[config.mk]
export PLATFORM = sky130hd
export DESIGN_NAME = typer_sequencer
export DESIGN_NICKNAME = d
export VERILOG_FILES = /design/src/rtl/typer_sequencer_pkg.sv /design/src/rtl/typer_sequencer_key.sv /design/src/rtl/typer_sequencer.sv
export SDC_FILE = /design/constraint.sdc
export NUM_CORES = 1
export LEC_CHECK = 0
export ABC_AREA = 1
export CAP_MARGIN = 30
export CORE_ASPECT_RATIO = 0.9
export CORE_MARGIN = 2
export CORE_UTILIZATION = 56
export CTS_CLUSTER_SIZE = 25
export DETAILED_ROUTE_END_ITERATION = 6
export PLACE_DENSITY = 0.79
export RECOVER_POWER = 25
export SYNTH_ARGS = -nofsm -noshare
export SYNTH_HDL_FRONTEND = slang
export SYNTH_SLANG_ARGS = --single-unit
[constraint.sdc]
create_clock -name clock -period 2.75 [get_ports clock]
set_clock_uncertainty 0.05 [all_clocks]
set_input_delay 0.4125 -clock clock [delete_from_list [all_inputs] [get_ports clock]]
set_output_delay 0.4125 -clock clock [all_outputs]
set_load 0.01 [all_outputs]
[src/rtl/typer_sequencer_pkg.sv]
// Shared definitions for the typing sequencer: FSM encoding, ASCII codes and
// default text-grid geometry.
package typer_sequencer_pkg;

    localparam int NUM_COLS_DEFAULT = 32;
    localparam int NUM_ROWS_DEFAULT = 7;

    localparam logic [1:0] ST_IDLE      = 2'd0;
    localparam logic [1:0] ST_ISSUE     = 2'd1;
    localparam logic [1:0] ST_WAIT_ACK  = 2'd2;
    localparam logic [1:0] ST_WAIT_DONE = 2'd3;

    localparam logic [7:0] ASCII_BACKSPACE = 8'h08;
    localparam logic [7:0] ASCII_NEWLINE   = 8'h0A;
    localparam logic [7:0] ASCII_SPACE     = 8'h20;
    localparam logic [7:0] ASCII_PRINT_MIN = 8'h20;
    localparam logic [7:0] ASCII_PRINT_MAX = 8'h7E;

    function automatic logic is_printable(input logic [7:0] code);
        return (code >= ASCII_PRINT_MIN) && (code <= ASCII_PRINT_MAX);
    endfunction

endpackage

[src/rtl/typer_sequencer_key.sv]
// Keystroke buffer: synchronous first-word-fall-through FIFO with full/empty flags.
// DEPTH must be a power of two so the pointers wrap naturally.
module key_fifo #(
    parameter int WIDTH = 8,
    parameter int DEPTH = 4
) (
    input  logic             clock,
    input  logic             reset,
    input  logic             push,
    input  logic [WIDTH-1:0] push_data,
    input  logic             pop,
    output logic [WIDTH-1:0] pop_data,
    output logic             full,
    output logic             empty
);

    localparam int PTR_W   = (DEPTH > 1) ? $clog2(DEPTH) : 1;
    localparam int COUNT_W = PTR_W + 1;

    logic [WIDTH-1:0]   mem [DEPTH];
    logic [PTR_W-1:0]   wr_ptr;
    logic [PTR_W-1:0]   rd_ptr;
    logic [COUNT_W-1:0] count;
    logic               do_push;
    logic               do_pop;

    assign full     = (count == COUNT_W'(DEPTH));
    assign empty    = (count == '0);
    assign do_push  = push && !full;
    assign do_pop   = pop && !empty;
    assign pop_data = mem[rd_ptr];

    always_ff @(posedge clock) begin
        if (reset) begin
            wr_ptr <= '0;
            rd_ptr <= '0;
            count  <= '0;
        end else begin
            if (do_push) wr_ptr <= wr_ptr + 1'b1;
            if (do_pop)  rd_ptr <= rd_ptr + 1'b1;
            case ({do_push, do_pop})
                2'b10:   count <= count + 1'b1;
                2'b01:   count <= count - 1'b1;
                default: count <= count;
            endcase
        end
    end

    always_ff @(posedge clock) begin
        if (do_push) mem[wr_ptr] <= push_data;
    end

endmodule

[src/rtl/typer_sequencer.sv]
// Turns buffered keystrokes into one-at-a-time character writes for the typer,
// tracking the text cursor across a NUM_ROWS x NUM_COLS grid.
module typer_sequencer
    import typer_sequencer_pkg::*;
#(
    parameter int NUM_COLS   = NUM_COLS_DEFAULT,
    parameter int NUM_ROWS   = NUM_ROWS_DEFAULT,
    parameter int FIFO_DEPTH = 4
) (
    input  logic       clock,
    input  logic       reset,
    input  logic       key_valid,
    input  logic [7:0] key_code,
    output logic       key_ready,
    input  logic       finished_saving_char,
    output logic       start_writing_character,
    output logic [7:0] row_num,
    output logic [7:0] col_num,
    output logic [7:0] character_input,
    output logic [7:0] cursor_row,
    output logic [7:0] cursor_col,
    output logic       busy
);

    localparam logic [7:0] LAST_COL = 8'(NUM_COLS - 1);
    localparam logic [7:0] LAST_ROW = 8'(NUM_ROWS - 1);

    logic [1:0] state;
    logic       issue_write;
    logic [7:0] next_row;
    logic [7:0] next_col;

    logic       fifo_full;
    logic       fifo_empty;
    logic       fifo_pop;
    logic [7:0] head_code;

    logic       dec_write;
    logic [7:0] dec_char;
    logic [7:0] dec_wr_row;
    logic [7:0] dec_wr_col;
    logic [7:0] dec_next_row;
    logic [7:0] dec_next_col;
    logic [7:0] row_inc;

    assign key_ready               = !fifo_full;
    assign fifo_pop                = (state == ST_IDLE) && !fifo_empty && finished_saving_char;
    assign start_writing_character = (state == ST_ISSUE) && issue_write;
    assign busy                    = (state != ST_IDLE);

    key_fifo #(
        .WIDTH (8),
        .DEPTH (FIFO_DEPTH)
    ) u_key_fifo (
        .clock     (clock),
        .reset     (reset),
        .push      (key_valid && key_ready),
        .push_data (key_code),
        .pop       (fifo_pop),
        .pop_data  (head_code),
        .full      (fifo_full),
        .empty     (fifo_empty)
    );

    // Decode the head keystroke against the current cursor: where (if anywhere)
    // to write, and where the cursor lands once the write completes.
    always_comb begin
        row_inc      = (cursor_row == LAST_ROW) ? 8'd0 : cursor_row + 8'd1;
        dec_write    = 1'b0;
        dec_char     = head_code;
        dec_wr_row   = cursor_row;
        dec_wr_col   = cursor_col;
        dec_next_row = cursor_row;
        dec_next_col = cursor_col;
        if (is_printable(head_code)) begin
            dec_write = 1'b1;
            if (cursor_col == LAST_COL) begin
                dec_next_col = 8'd0;
                dec_next_row = row_inc;
            end else begin
                dec_next_col = cursor_col + 8'd1;
            end
        end else if (head_code == ASCII_NEWLINE) begin
            dec_next_col = 8'd0;
            dec_next_row = row_inc;
        end else if (head_code == ASCII_BACKSPACE &&
                     !(cursor_row == 8'd0 && cursor_col == 8'd0)) begin
            dec_write = 1'b1;
            dec_char  = ASCII_SPACE;
            if (cursor_col == 8'd0) begin
                dec_wr_row = cursor_row - 8'd1;
                dec_wr_col = LAST_COL;
            end else begin
                dec_wr_col = cursor_col - 8'd1;
            end
            dec_next_row = dec_wr_row;
            dec_next_col = dec_wr_col;
        end
    end

    // Non-writing keystrokes still pass through ISSUE for one cycle and apply
    // their cursor change there; writes defer it until the typer reports done.
    always_ff @(posedge clock) begin
        if (reset) begin
            state           <= ST_IDLE;
            issue_write     <= 1'b0;
            next_row        <= 8'd0;
            next_col        <= 8'd0;
            cursor_row      <= 8'd0;
            cursor_col      <= 8'd0;
            row_num         <= 8'd0;
            col_num         <= 8'd0;
            character_input <= 8'd0;
        end else begin
            case (state)
                ST_IDLE: begin
                    if (fifo_pop) begin
                        state       <= ST_ISSUE;
                        issue_write <= dec_write;
                        next_row    <= dec_next_row;
                        next_col    <= dec_next_col;
                        if (dec_write) begin
                            row_num         <= dec_wr_row;
                            col_num         <= dec_wr_col;
                            character_input <= dec_char;
                        end
                    end
                end
                ST_ISSUE: begin
                    if (issue_write) begin
                        state <= ST_WAIT_ACK;
                    end else begin
                        cursor_row <= next_row;
                        cursor_col <= next_col;
                        state      <= ST_IDLE;
                    end
                end
                ST_WAIT_ACK: begin
                    if (!finished_saving_char) state <= ST_WAIT_DONE;
                end
                ST_WAIT_DONE: begin
                    if (finished_saving_char) begin
                        cursor_row <= next_row;
                        cursor_col <= next_col;
                        state      <= ST_IDLE;
                    end
                end
                default: state <= ST_IDLE;
            endcase
        end
    end

endmodule

==> out/summary.md, run 1 <==
The run finished with clean final reports. The first global-routing pass estimated 20,700 um of wire. The die is 104 um wide.

The worst pin sits at a relative slew slack of 52.1%. During synthesis, Yosys emitted a total of 0 warnings. The total clock buffers created by CTS is 9.

The total non-filler cell area in the finished layout is 5870 um2. For the number of instances in the synthesized netlist, the log shows 670. For the pin with the worst max-slew slack, the measured transition is 0.717 ns. The floorplan step defined a die boundary enclosing 9700 um2. The worst path needs 2.46 ns of the cycle, external delays included. The wire-length estimate of the detail-placed layout is 8760 um.

In the layout the commonest cells are sky130_fd_sc_hd__nand2_1, sky130_fd_sc_hd__nor2_1, sky130_fd_sc_hd__o21ai_0. At the worst endpoint, the required time is 2.99 ns. The filler cells instantiated in the layout total 752. For this design the ratio of total power to cell area is 945 nW/um2. For this run, the slowest stage of the critical path takes 0.57 ns.

The tightest min-delay check is of the reg2reg type. The number of H-tree levels was 3. On the final layout, the worst hold slack is 0.407 ns.

In this run, the number of DRC markers left after iteration 0 of detailed routing was 350. The number of max-slew violations in the final report came out at 0. In the finished design, the share of the clock period the worst path needs comes to 89.5%. The static leakage power was 0.00248 uW. Setup repair after global routing left no endpoint under its margin. Final net count: 745. After clock tree synthesis, the setup repair step added 0 buffers. The net count after synthesis was 693. Entering global routing, the biggest net connects 34 pins. The worst setup path is captured at a register. Number of port buffers: 54. The flip-flop and latch count after synthesis works out to 100. The maximum resistive drop on vdd was 554 uV. The startpoint-to-endpoint class of the critical path was reg2reg. TritonCTS built the clock tree. The die boundary height was 93.6 um; the standard cell core area was 8610 um2. Along the worst hold path, the cell count comes to 2. Once detail routing completed, the nets flagged for antenna violations numbered 0.

Among the stages of the critical path, the cell type that occurs most often is sky130_fd_sc_hd__nand2_1. The run gives 0 ns as the post-route setup TNS. The average instance in the mapped netlist occupies 7.46 um2.

The wire length per cell after detailed routing was 14.7 um. The worst-path maximum fanout is 12, and the fraction of layout instances using a drive strength above 1 is 5.50%. The tools report the sequential element share of the synthesized area as 46.5%. The most common library cell in the layout ignoring fill and taps is sky130_fd_sc_hd__nand2_1. The repair_antennas step left the layout with diodes totalling 0. The number of global-route vias before repair is 4,450, and the distinct cell type count after synthesis is 30. After clock tree synthesis, the clock-pin slew on the worst setup and hold paths is 0.10 ns.

The top-level port count is 55. Walking the worst path, the cells encountered are buf_4 -> nand2_1 -> nand2_1 -> nand2_1 -> nand2_1 -> nand2_1 -> nor2_1 -> nand2_1 -> nand3_2 -> nand2_1 -> inv_1 -> nand2_1 -> a31oi_1. The worst register-to-register path has a setup slack of 0.29 ns.

The run gives 0 as the number of antenna violations at the first check in global routing. The area of placed instances is 5680 um2, and the total congestion overflow after global routing is 0. Post-CTS repair changed the size of 0 cells. The synthesized netlist occupies a cell area of 5000 um2. The final layout contains routed wiring with a total length of 12,400 um. Setup violations remaining at the end of the flow were counted as 0. The nature of the critical path startpoint was a register. For this run, the total global-route usage over all layers was measured as 26.5%.

Dividing the detail-routed via count by the number of cells gives 5.50. Data on the critical path arrives at its endpoint at 2.70 ns. The tools report the number of search-and-repair iterations in the first detailed-routing pass as 5. Derived from the worst setup path, the maximum achievable clock frequency is 406 MHz. For this block, the via count after detailed routing is 4,655. For this design, the CTS-stage hold fixing added 0 buffers. The maximum count of clock buffers along a single path was 2; the number of hold-slack violations in the final timing report was 0. The master of the slowest instance on the critical path was sky130_fd_sc_hd__dfxtp_1. The run gives 0 as the number of max-cap violations. The number of cells on the worst reg-to-reg path works out to 13. The tools report the DRC violation count after routing as 0. For the number of rows in the core area, the log shows 32.

The starting density of the core is 58.1%, and the final RePlAce weighted congestion is 0.923. Counting every sink on the clock net gives 100. The clock reaches the later pin of the worst-skew pair after 0.37 ns.

Relative to the synthesized area, the layout overhead comes to 17.4%. The tree is rooted in a sky130_fd_sc_hd__clkbuf_8.
-- report_power, final --
| part | leakage (uW) | switching, uW | internal [uW] | total (uW) |
|---|---|---|---|---|
| Clock | 0.0000976 | 518 | 448 | 966 |
| Combinational | 0.00154 | 1600 | 906 | 2510 |
| Sequential | 0.000848 | 243 | 1830 | 2070 |
-- cell type report --
type	instances	area, um2	area share (%)
tap	119	149	2.54
multi-input combinational	475	2280	38.9
clock inverter	5	58.8	1.00
timing repair buffer	70	666	11.3
sequential	100	2320	39.6
inverter	66	250	4.26
clock buffer	11	141	2.41
-- through the flow --
| stage | power [uW] | std cells | setup slack, ns | utilization, % |
|---|---|---|---|---|
| floorplan | 3770 | 670 | 0.512 | - |
| global placement | 4500 | 830 | 0.367 | 66.0 |
| detailed placement | 4560 | 830 | 0.276 | 66.0 |
| CTS | 5520 | 846 | 0.329 | 68.3 |
| global route | 5950 | 846 | 0.00995 | 68.2 |
| finish | 5550 | 846 | 0.289 | 68.2 |
-- critical path, delay by kind of cell, from the launching register on --
kind	cells	cell delay, ns
simple gates	10	0.95
buf+inv	2	0.64
flops	1	0.57
compound gates	1	0.17
-- synth_stat cells --
| cell | n | area [um2] |
|---|---|---|
| sky130_fd_sc_hd__inv_4 | 1 | 6.26 |
| sky130_fd_sc_hd__nand3_2 | 1 | 10.0 |
| sky130_fd_sc_hd__clkbuf_1 | 16 | 60.1 |
| sky130_fd_sc_hd__nor2_4 | 2 | 22.5 |
| sky130_fd_sc_hd__a21oi_1 | 53 | 265 |
| sky130_fd_sc_hd__ha_1 | 10 | 125 |
| sky130_fd_sc_hd__buf_4 | 4 | 30.0 |
| sky130_fd_sc_hd__clkinv_1 | 1 | 3.75 |
| sky130_fd_sc_hd__xnor2_1 | 2 | 17.5 |
| sky130_fd_sc_hd__buf_6 | 2 | 22.5 |
| sky130_fd_sc_hd__buf_2 | 7 | 35.0 |
| sky130_fd_sc_hd__or2_2 | 1 | 6.26 |
| sky130_fd_sc_hd__xor2_1 | 16 | 140 |
| sky130_fd_sc_hd__nor2_1 | 72 | 270 |
| sky130_fd_sc_hd__fa_1 | 1 | 20.0 |
| sky130_fd_sc_hd__dfxtp_1 | 68 | 1360 |
| sky130_fd_sc_hd__o21ai_1 | 6 | 30.0 |
| sky130_fd_sc_hd__edfxtp_1 | 32 | 961 |
| sky130_fd_sc_hd__nand4_1 | 7 | 43.8 |
| sky130_fd_sc_hd__o21ai_0 | 69 | 345 |
| sky130_fd_sc_hd__nand2_2 | 1 | 6.26 |
| sky130_fd_sc_hd__inv_2 | 3 | 11.3 |
| sky130_fd_sc_hd__a21oi_4 | 1 | 16.3 |
| sky130_fd_sc_hd__nor3_1 | 8 | 40.0 |
| sky130_fd_sc_hd__nand3_1 | 44 | 220 |
| sky130_fd_sc_hd__a31oi_1 | 1 | 6.26 |
| sky130_fd_sc_hd__nor3b_1 | 1 | 7.51 |
| sky130_fd_sc_hd__nand2_1 | 178 | 668 |
| sky130_fd_sc_hd__inv_1 | 61 | 229 |
| sky130_fd_sc_hd__nand3_4 | 1 | 17.5 |
-- layer usage --
layer	vias up	track usage (%)	share of wire (%)	wire length (um)
met5	-	0	0	0
met4	0	9.01	1.9	233
met3	28	5.37	6.6	820
met2	173	43.8	47	5780
met1	2165	35.2	45	5570
li1	2289	-	-	-
-- state kept, by name, summed over array words and instances (netlist names), 2 cells and up, named ones only --
register / cells
character_input: 8
col_num: 8
cursor_col: 8
cursor_row: 8
next_col: 8
next_row: 8
row_num: 8
u_key_fifo.count: 3
u_key_fifo.mem: 32
u_key_fifo.rd_ptr: 2
u_key_fifo.wr_ptr: 2
-- worst paths after layout --
path	start	endpoint
max	register	next_col[1]
min	character_input[7]	character_input[7]
max reg2reg	register	next_col[1]
min reg2reg	character_input[7]	character_input[7]
-- kinds of logic after synthesis --
| logic type | Yosys count | share of synthesized area (%) |
|---|---|---|
| buffers and inverters | 95 | 7.96 |
| AND/OR/NAND/NOR | 316 | 26.3 |
| adder cells (fa/ha/maj) | 11 | 2.90 |
| flip-flops | 100 | 46.5 |
| AO/OA/AOI/OAI | 130 | 13.3 |
| XOR/XNOR | 18 | 3.15 |
(Power assumes the default switching activity.)
==> inputs of run 2 (changes only) <==
--- a/config.mk
+++ b/config.mk
@@ -8,11 +8,10 @@
 export ABC_AREA = 1
 export CAP_MARGIN = 30
 export CORE_ASPECT_RATIO = 0.9
-export CORE_MARGIN = 2
-export CORE_UTILIZATION = 56
+export CORE_UTILIZATION = 55
 export CTS_CLUSTER_SIZE = 25
 export DETAILED_ROUTE_END_ITERATION = 6
-export PLACE_DENSITY = 0.79
+export PLACE_DENSITY = 0.78
 export RECOVER_POWER = 25
 export SYNTH_ARGS = -nofsm -noshare
 export SYNTH_HDL_FRONTEND = slang
==> run 2 against run 1 <==
Compared with the run above:
- cell area increased by 0.21%
- critical endpoint is now row_num[7]
- die area down 2.3%
- critical path type unchanged
- hold slack gained 0.0050 ns
- largest power group unchanged
- highest routed layer unchanged
- clock power is 5.7% lower
==> out/summary.md, run 2 (synthesis gave the netlist of run 1 again) <==
The highest cell delay on the worst timing path came out at 0.57 ns (about the same). The logs give 9470 um2 (-2.3%) for the full die area and 0 (unchanged) for the number of max-slew violations in the final report. The number of H-tree levels was 3 (unchanged). The tools report the root cell of the clock tree as sky130_fd_sc_hd__clkbuf_8.

The half-perimeter wire length after detailed placement was 8810 um (+0.65%); the number of clock sinks seen by CTS was 100 (unchanged). The worst setup path is launched from a register. The run gives 67.7% (-0.48 points) as the final core utilization. The run finished with clean final reports. Highest achievable clock rate: 414 MHz (+1.9%). Maximum count of clock buffers along a single path: 2 (unchanged). The most common library cell in the layout ignoring fill and taps is sky130_fd_sc_hd__nand2_1. The share of the clock period used by the worst path is 87.8% (-1.7 points), and the number of placed cells counting well taps is 835 (+0.60%). The maximum resistive drop on vdd was 483 uV (-13%). Setup repair after global routing left no endpoint under its margin. The flip-flop count of the largest register, all copies and words added was 32 (unchanged).

Fraction of layout instances using a drive strength above 1: 6.28% (+0.78 points). For the number of rows in the core area, the log shows 32 (unchanged). The number of cells on the worst reg-to-reg path is 12 (-1). The master of the slowest instance on the critical path was sky130_fd_sc_hd__dfxtp_1.

The final period demand of the worst path is 2.41 ns (-0.0460 ns), and the routed length on met2 is 5850 um (+1.3%). The DRC violation count after routing is 0 (unchanged). The starting density of the core is 57.5% (-0.54 points), and the horizontal die dimension is 102 um (-1.1%). For the detailed-route wire length, the log shows 12,200 um (-1.6%).

The largest register by flop count was u_key_fifo.mem. For the number of antenna violations at the first check in global routing, the log shows 0 (unchanged). Number of setup buffers added after CTS: 0 (unchanged). The run gives 0 (unchanged) as the number of hold-slack violations in the final timing report. The number of global-route vias before repair came out at 4,322 (-2.9%). The most numerous cell type found on the critical path is sky130_fd_sc_hd__nand2_1.

The max-slew headroom at the worst pin was 5.83% (-46 points); the post-route non-filler standard cell count was 851 (+0.59%). The worst setup path is of the reg2reg kind. The number of cells traversed by the worst hold path was 2 (unchanged); the number of max-cap violations was 0 (unchanged). The global-route wire length before repair was 20,500 um (-0.90%).

The tools report the detailed router's first-iteration violation count as 329 (-6.0%). The worst setup path is captured at a register. The number of buffers inserted for hold repair after clock tree synthesis is 0 (unchanged), and the standard cell core area is 8690 um2 (+0.93%).

The number of search-and-repair iterations in the first detailed-routing pass is 5 (unchanged), and the overall fraction of global-route tracks in use is 27.8% (+1.3 points). The number of vias in the routed layout came out at 4,611 (-0.95%). The top routing layer in use was met4. The top-level port count is 55 (unchanged), and the die boundary height is 92.4 um (-1.3%). The logs give 0.00250 uW (+0.88%) for the static leakage power and 0 (unchanged) for the total inserted antenna cells. Clock latency on the worst-skew pair: 0.38 ns (about the same). TritonCTS built the clock tree. For the required time at the endpoint of the critical path, the log shows 2.98 ns (about the same). The worst path arrival time was 2.65 ns (-0.05 ns). The area growth from synthesis to layout is 17.7%. The wire length per cell after detailed routing was 14.3 um (-2.2%); the number of port buffers was 54 (unchanged). The tools report the sum of routed wire segments on met1 as 5360 um (-3.7%). Traced cell by cell, the critical path runs through buf_4 -> nand3_1 -> nand2_1 -> nand2_1 -> nor2_1 -> nand2_1 -> nand3_2 -> buf_4 -> a21oi_4 -> inv_2 -> nand2_1 -> a21oi_1. The count of endpoints failing setup in the final report is 0 (unchanged).

The clock slew seen by the registers of the worst setup and hold paths works out to 0.09 ns (about the same). The power density over the cells came out at 934 nW/um2 (-1.1%). The number of vias per cell after detailed routing is 5.42 (-1.5%). The final RePlAce weighted congestion is 0.906 (-1.8%), and the detailed route wirelength on metal3 is 824 um (+0.49%). The post-cts resize count is 0 (unchanged), and the total congestion overflow after global routing is 0 (unchanged). The maximum number of pins on one net before global-route repair is 34 (unchanged), and the total clock buffers created by CTS is 9 (unchanged).

The post-route setup TNS is 0 ns (unchanged), and the final net count is 750 (+0.67%). The tightest min-delay check is of the reg2reg type. The remaining antenna violation count is 0 (unchanged). The actual slew at the worst max-slew pin is 1.41 ns (+0.695 ns), and the worst-path maximum fanout is 24 (+12).

The library cells used most frequently in the layout, excluding fill and tap cells, are sky130_fd_sc_hd__nand2_1, sky130_fd_sc_hd__nor2_1, sky130_fd_sc_hd__o21ai_0.
## run 2: changes by cell type in the layout (fill, tap and decap cells not counted)
cell	change
sky130_fd_sc_hd__buf_4	+5
sky130_fd_sc_hd__inv_8	+2
sky130_fd_sc_hd__buf_12	-1
sky130_fd_sc_hd__clkbuf_2	+1
sky130_fd_sc_hd__inv_6	+2
sky130_fd_sc_hd__clkinv_4	-1
sky130_fd_sc_hd__clkbuf_1	-1
sky130_fd_sc_hd__bufinv_16	-1
sky130_fd_sc_hd__clkinvlp_4	-1
## run 2: layout make-up
cell class,count,area [um2]
clock buffer,10,138
clock inverter,6,52.6
fill,752,2810
inverter,66,250
multi-input combinational,475,2280
sequential,100,2320
tap,119,149
timing repair buffer,75,688
## run 2: through the flow
stage	power (uW)	area, um2	setup WS [ns]	hold WS, ns
after floorplan	3770	5000	0.512	0.386
after global placement	4530	5700	0.404	0.383
after detailed placement	4600	5700	0.341	0.401
after CTS	5510	5890	0.364	0.418
after global routing	5910	5880	0.146	0.438
final	5500	5880	0.336	0.412
## run 2: worst paths after layout
kind | from | to | slack [ns]
max | register | row_num[7] | 0.34
min | character_input[7] | character_input[7] | 0.41
max reg2reg | register | row_num[7] | 0.34
min reg2reg | character_input[7] | character_input[7] | 0.41
## run 2: critical path: cells and delay by family (launching register included)
| family | cells | cell delay, ns |
|---|---|---|
| AO/OA/AOI/OAI | 2 | 0.25 |
| buffers and inverters | 3 | 0.75 |
| flip-flops | 1 | 0.57 |
| AND/OR/NAND/NOR | 7 | 0.70 |
## run 2: metal layers
metal | vias to the layer above | track usage (%)
li1 | 2291 | -
met1 | 2150 | 37.7
met2 | 152 | 45.4
met3 | 18 | 4.98
met4 | 0 | 7.38
met5 | - | 0
## run 2: power by group
| group | switching (uW) | internal (uW) | leakage (uW) |
|---|---|---|---|
| Clock | 538 | 373 | 0.0000992 |
| Combinational | 1590 | 928 | 0.00156 |
| Sequential | 235 | 1830 | 0.000848 |
| Total | 2370 | 3130 | 0.00250 |
==> inputs of run 3 (changes only) <==
--- a/config.mk
+++ b/config.mk
@@ -16,3 +16,4 @@
 export SYNTH_ARGS = -nofsm -noshare
 export SYNTH_HDL_FRONTEND = slang
 export SYNTH_SLANG_ARGS = --single-unit
+export TNS_END_PERCENT = 50
==> constraint.sdc (replaced) <==
create_clock -name clock -period 3.1 [get_ports clock]
set_clock_uncertainty 0.05 [all_clocks]
set_input_delay 0.465 -clock clock [delete_from_list [all_inputs] [get_ports clock]]
set_output_delay 0.465 -clock clock [all_outputs]
set_load 0.01 [all_outputs]
==> run 3 against run 2 <==
Compared with the run above:
- critical path depth rose by 1
- via count fell by 0.41%
- flip-flop and latch count did not move
- critical path type unchanged
- critical endpoint is now character_input[4]
- highest routed layer unchanged
==> out/summary.md, run 3 (synthesis gave the netlist of run 1 again) <==
The flow ran to the end, and the final reports show no timing, DRC or antenna violations. Compared with the post-synthesis result, the final layout area differs by 16.0%. End point of the critical path: character_input[4]. The logs give 387 (+18%) for the detailed router's first-iteration violation count and 9470 um2 (unchanged) for the full die area.

Fraction of layout instances using a drive strength above 1: 4.72% (-1.6 points). Number of vias in the routed layout: 4,592 (-0.41%). The most common library cell in the layout ignoring fill and taps is sky130_fd_sc_hd__nand2_1.

Worst path arrival time: 2.84 ns (+0.19 ns). The overall fraction of global-route tracks in use is 28.4% (+0.57 points), and the static leakage power is 0.00245 uW (-2.3%). STA classifies the critical path endpoint as a register. STA classifies the critical path startpoint as a register.

For the count of endpoints failing setup in the final report, the log shows 0 (unchanged). The critical path in this run is classified as reg2reg. The final period demand of the worst path came out at 2.62 ns (+0.210 ns). TritonCTS built the clock tree. The worst-path maximum fanout works out to 24 (unchanged).

The setup slack on the worst flop-to-flop path was 0.48 ns (+0.14 ns). Number of rows in the core area: 32 (unchanged). Setup repair after global routing left no endpoint under its margin. The share of the clock period used by the worst path was 84.7% (-3.1 points); the maximum resistive drop on vdd was 444 uV (-8.1%). For the post-route non-filler standard cell count, the log shows 839 (-1.4%). Number of cells on the worst reg-to-reg path: 13 (+1).

The power density over the cells came out at 838 nW/um2 (-10%). The total congestion overflow after global routing came out at 0 (unchanged). The max-slew headroom at the worst pin came out at 11.4% (+5.5 points).

The remaining antenna violation count is 0 (unchanged), and the post-cts resize count is 0 (unchanged). The number of H-tree levels was 3 (unchanged). The run gives 4,396 (+1.7%) as the number of global-route vias before repair. The root cell of the clock tree was sky130_fd_sc_hd__clkbuf_8.

The number of setup buffers added after CTS was 0 (unchanged). The startpoint identified for the worst hold timing path is character_input[7]. The wire length per cell after detailed routing works out to 15.1 um (+5.2%). The number of placed cells counting well taps is 823 (-1.4%). For the number of hold-slack violations in the final timing report, the log shows 0 (unchanged). The largest register by flop count is u_key_fifo.mem.

In this run the worst hold path is classified as reg2reg. The run gives 0 (unchanged) as the total inserted antenna cells. The logs give 0 (unchanged) for the number of max-slew violations in the final report and 0 (unchanged) for the DRC violation count after routing. The tools report the number of clock sinks seen by CTS as 100 (unchanged). The number of vias per cell after detailed routing is 5.47 (+1.0%). The maximum number of pins on one net before global-route repair came out at 34 (unchanged). In the layout the commonest cells are sky130_fd_sc_hd__nand2_1, sky130_fd_sc_hd__nor2_1, sky130_fd_sc_hd__o21ai_0.

The run gives 3.31 ns (+0.33 ns) as the required time at the endpoint of the critical path. The post-route setup TNS was 0 ns (unchanged). The number of max-cap violations came out at 0 (unchanged). Horizontal die dimension: 102 um (unchanged). The actual slew at the worst max-slew pin was 1.33 ns (-0.0829 ns). The tools report the reg-to-reg critical path endpoint as character_input[4]. Number of port buffers: 54 (unchanged). The run gives 0.37 ns (about the same) as the clock latency on the worst-skew pair. The half-perimeter wire length after detailed placement is 9110 um (+3.4%).

The starting density of the core was 57.5% (unchanged); the global-route wire length before repair was 20,800 um (+1.6%). The tools report the total clock buffers created by CTS as 9 (unchanged). The detailed-route wire length was 12,700 um (+3.7%); the clock slew seen by the registers of the worst setup and hold paths was 0.10 ns (about the same). The logs give 0 (unchanged) for the number of antenna violations at the first check in global routing and 0.920 (+1.5%) for the final RePlAce weighted congestion. The logs give 0 (unchanged) for the number of buffers inserted for hold repair after clock tree synthesis and 381 MHz (-8.0%) for the highest achievable clock rate. The maximum count of clock buffers along a single path came out at 2 (unchanged).

Standard cell core area: 8690 um2 (unchanged). The final net count is 738 (-1.6%), and the top-level port count is 55 (unchanged). The flip-flop count of the largest register, all copies and words added is 32 (unchanged).

The die boundary height was 92.4 um (unchanged). The number of search-and-repair iterations in the first detailed-routing pass came out at 5 (unchanged).
==> run 3: cell types whose count changed in the layout (fill, tap and decap cells not counted), sizes merged <==
cell,before,now
inv,70,69
clkinvlp,0,1
buf,18,8
clkbuf,13,11
==> run 3: per-stage QoR <==
step	utilization (%)	total power (uW)	area (um2)	hold slack, ns	setup slack [ns]
after floorplan	-	3350	5000	0.386	0.841
after global placement	64.7	3970	5630	0.380	0.614
after detailed placement	64.7	4040	5630	0.391	0.496
after CTS	66.9	4850	5810	0.410	0.536
after global routing	66.8	5200	5800	0.424	0.246
final	66.8	4860	5800	0.415	0.476
==> run 3: critical path: stages, from the launching register on <==
cell and delay, ns:
sky130_fd_sc_hd__dfxtp_1 0.58, sky130_fd_sc_hd__inv_4 0.17, sky130_fd_sc_hd__nand2_1 0.11, sky130_fd_sc_hd__nand2_1 0.06
sky130_fd_sc_hd__nand2_1 0.05, sky130_fd_sc_hd__nand2_1 0.08, sky130_fd_sc_hd__nand2_1 0.10, sky130_fd_sc_hd__nor2_1 0.05
sky130_fd_sc_hd__nand2_1 0.09, sky130_fd_sc_hd__nand3_2 0.27, sky130_fd_sc_hd__a21oi_4 0.35, sky130_fd_sc_hd__inv_2 0.26
sky130_fd_sc_hd__a21oi_1 0.21, sky130_fd_sc_hd__nor2_1 0.06
==> run 3: area by class of cell <==
type,instances,area [um2]
clock buffer,10,128
tap,119,149
fill,749,2890
inverter,66,250
multi-input combinational,475,2280
timing repair buffer,63,617
clock inverter,6,56.3
sequential,100,2320
==> run 3: per-layer routing <==
| layer | vias up | global-route usage (%) | part of all wire, % |
|---|---|---|---|
| met1 | 2116 | 38.1 | 44 |
| met2 | 189 | 46.2 | 47 |
| li1 | 2266 | - | - |
| met5 | - | 0 | 0 |
| met3 | 21 | 5.13 | 7.1 |
| met4 | 0 | 8.57 | 1.7 |
==> run 3: power by group <==
part | switching, uW | leakage (uW) | internal (uW)
clock | 490 | 0.0000913 | 311
sequential | 221 | 0.000848 | 1620
combinational | 1430 | 0.00151 | 782
==> run 3: how the worst min path moves through the flow <==
stage / depth (start not counted) / endpoint / slack (ns)
2_1_floorplan: 2 / register / 0.39
4_1_cts: 2 / character_input[7] / 0.41
3_5_place_dp: 2 / character_input[7] / 0.39
5_1_grt: 2 / character_input[7] / 0.42
3_3_place_gp: 2 / character_input[7] / 0.38
6_report: 2 / character_input[7] / 0.42
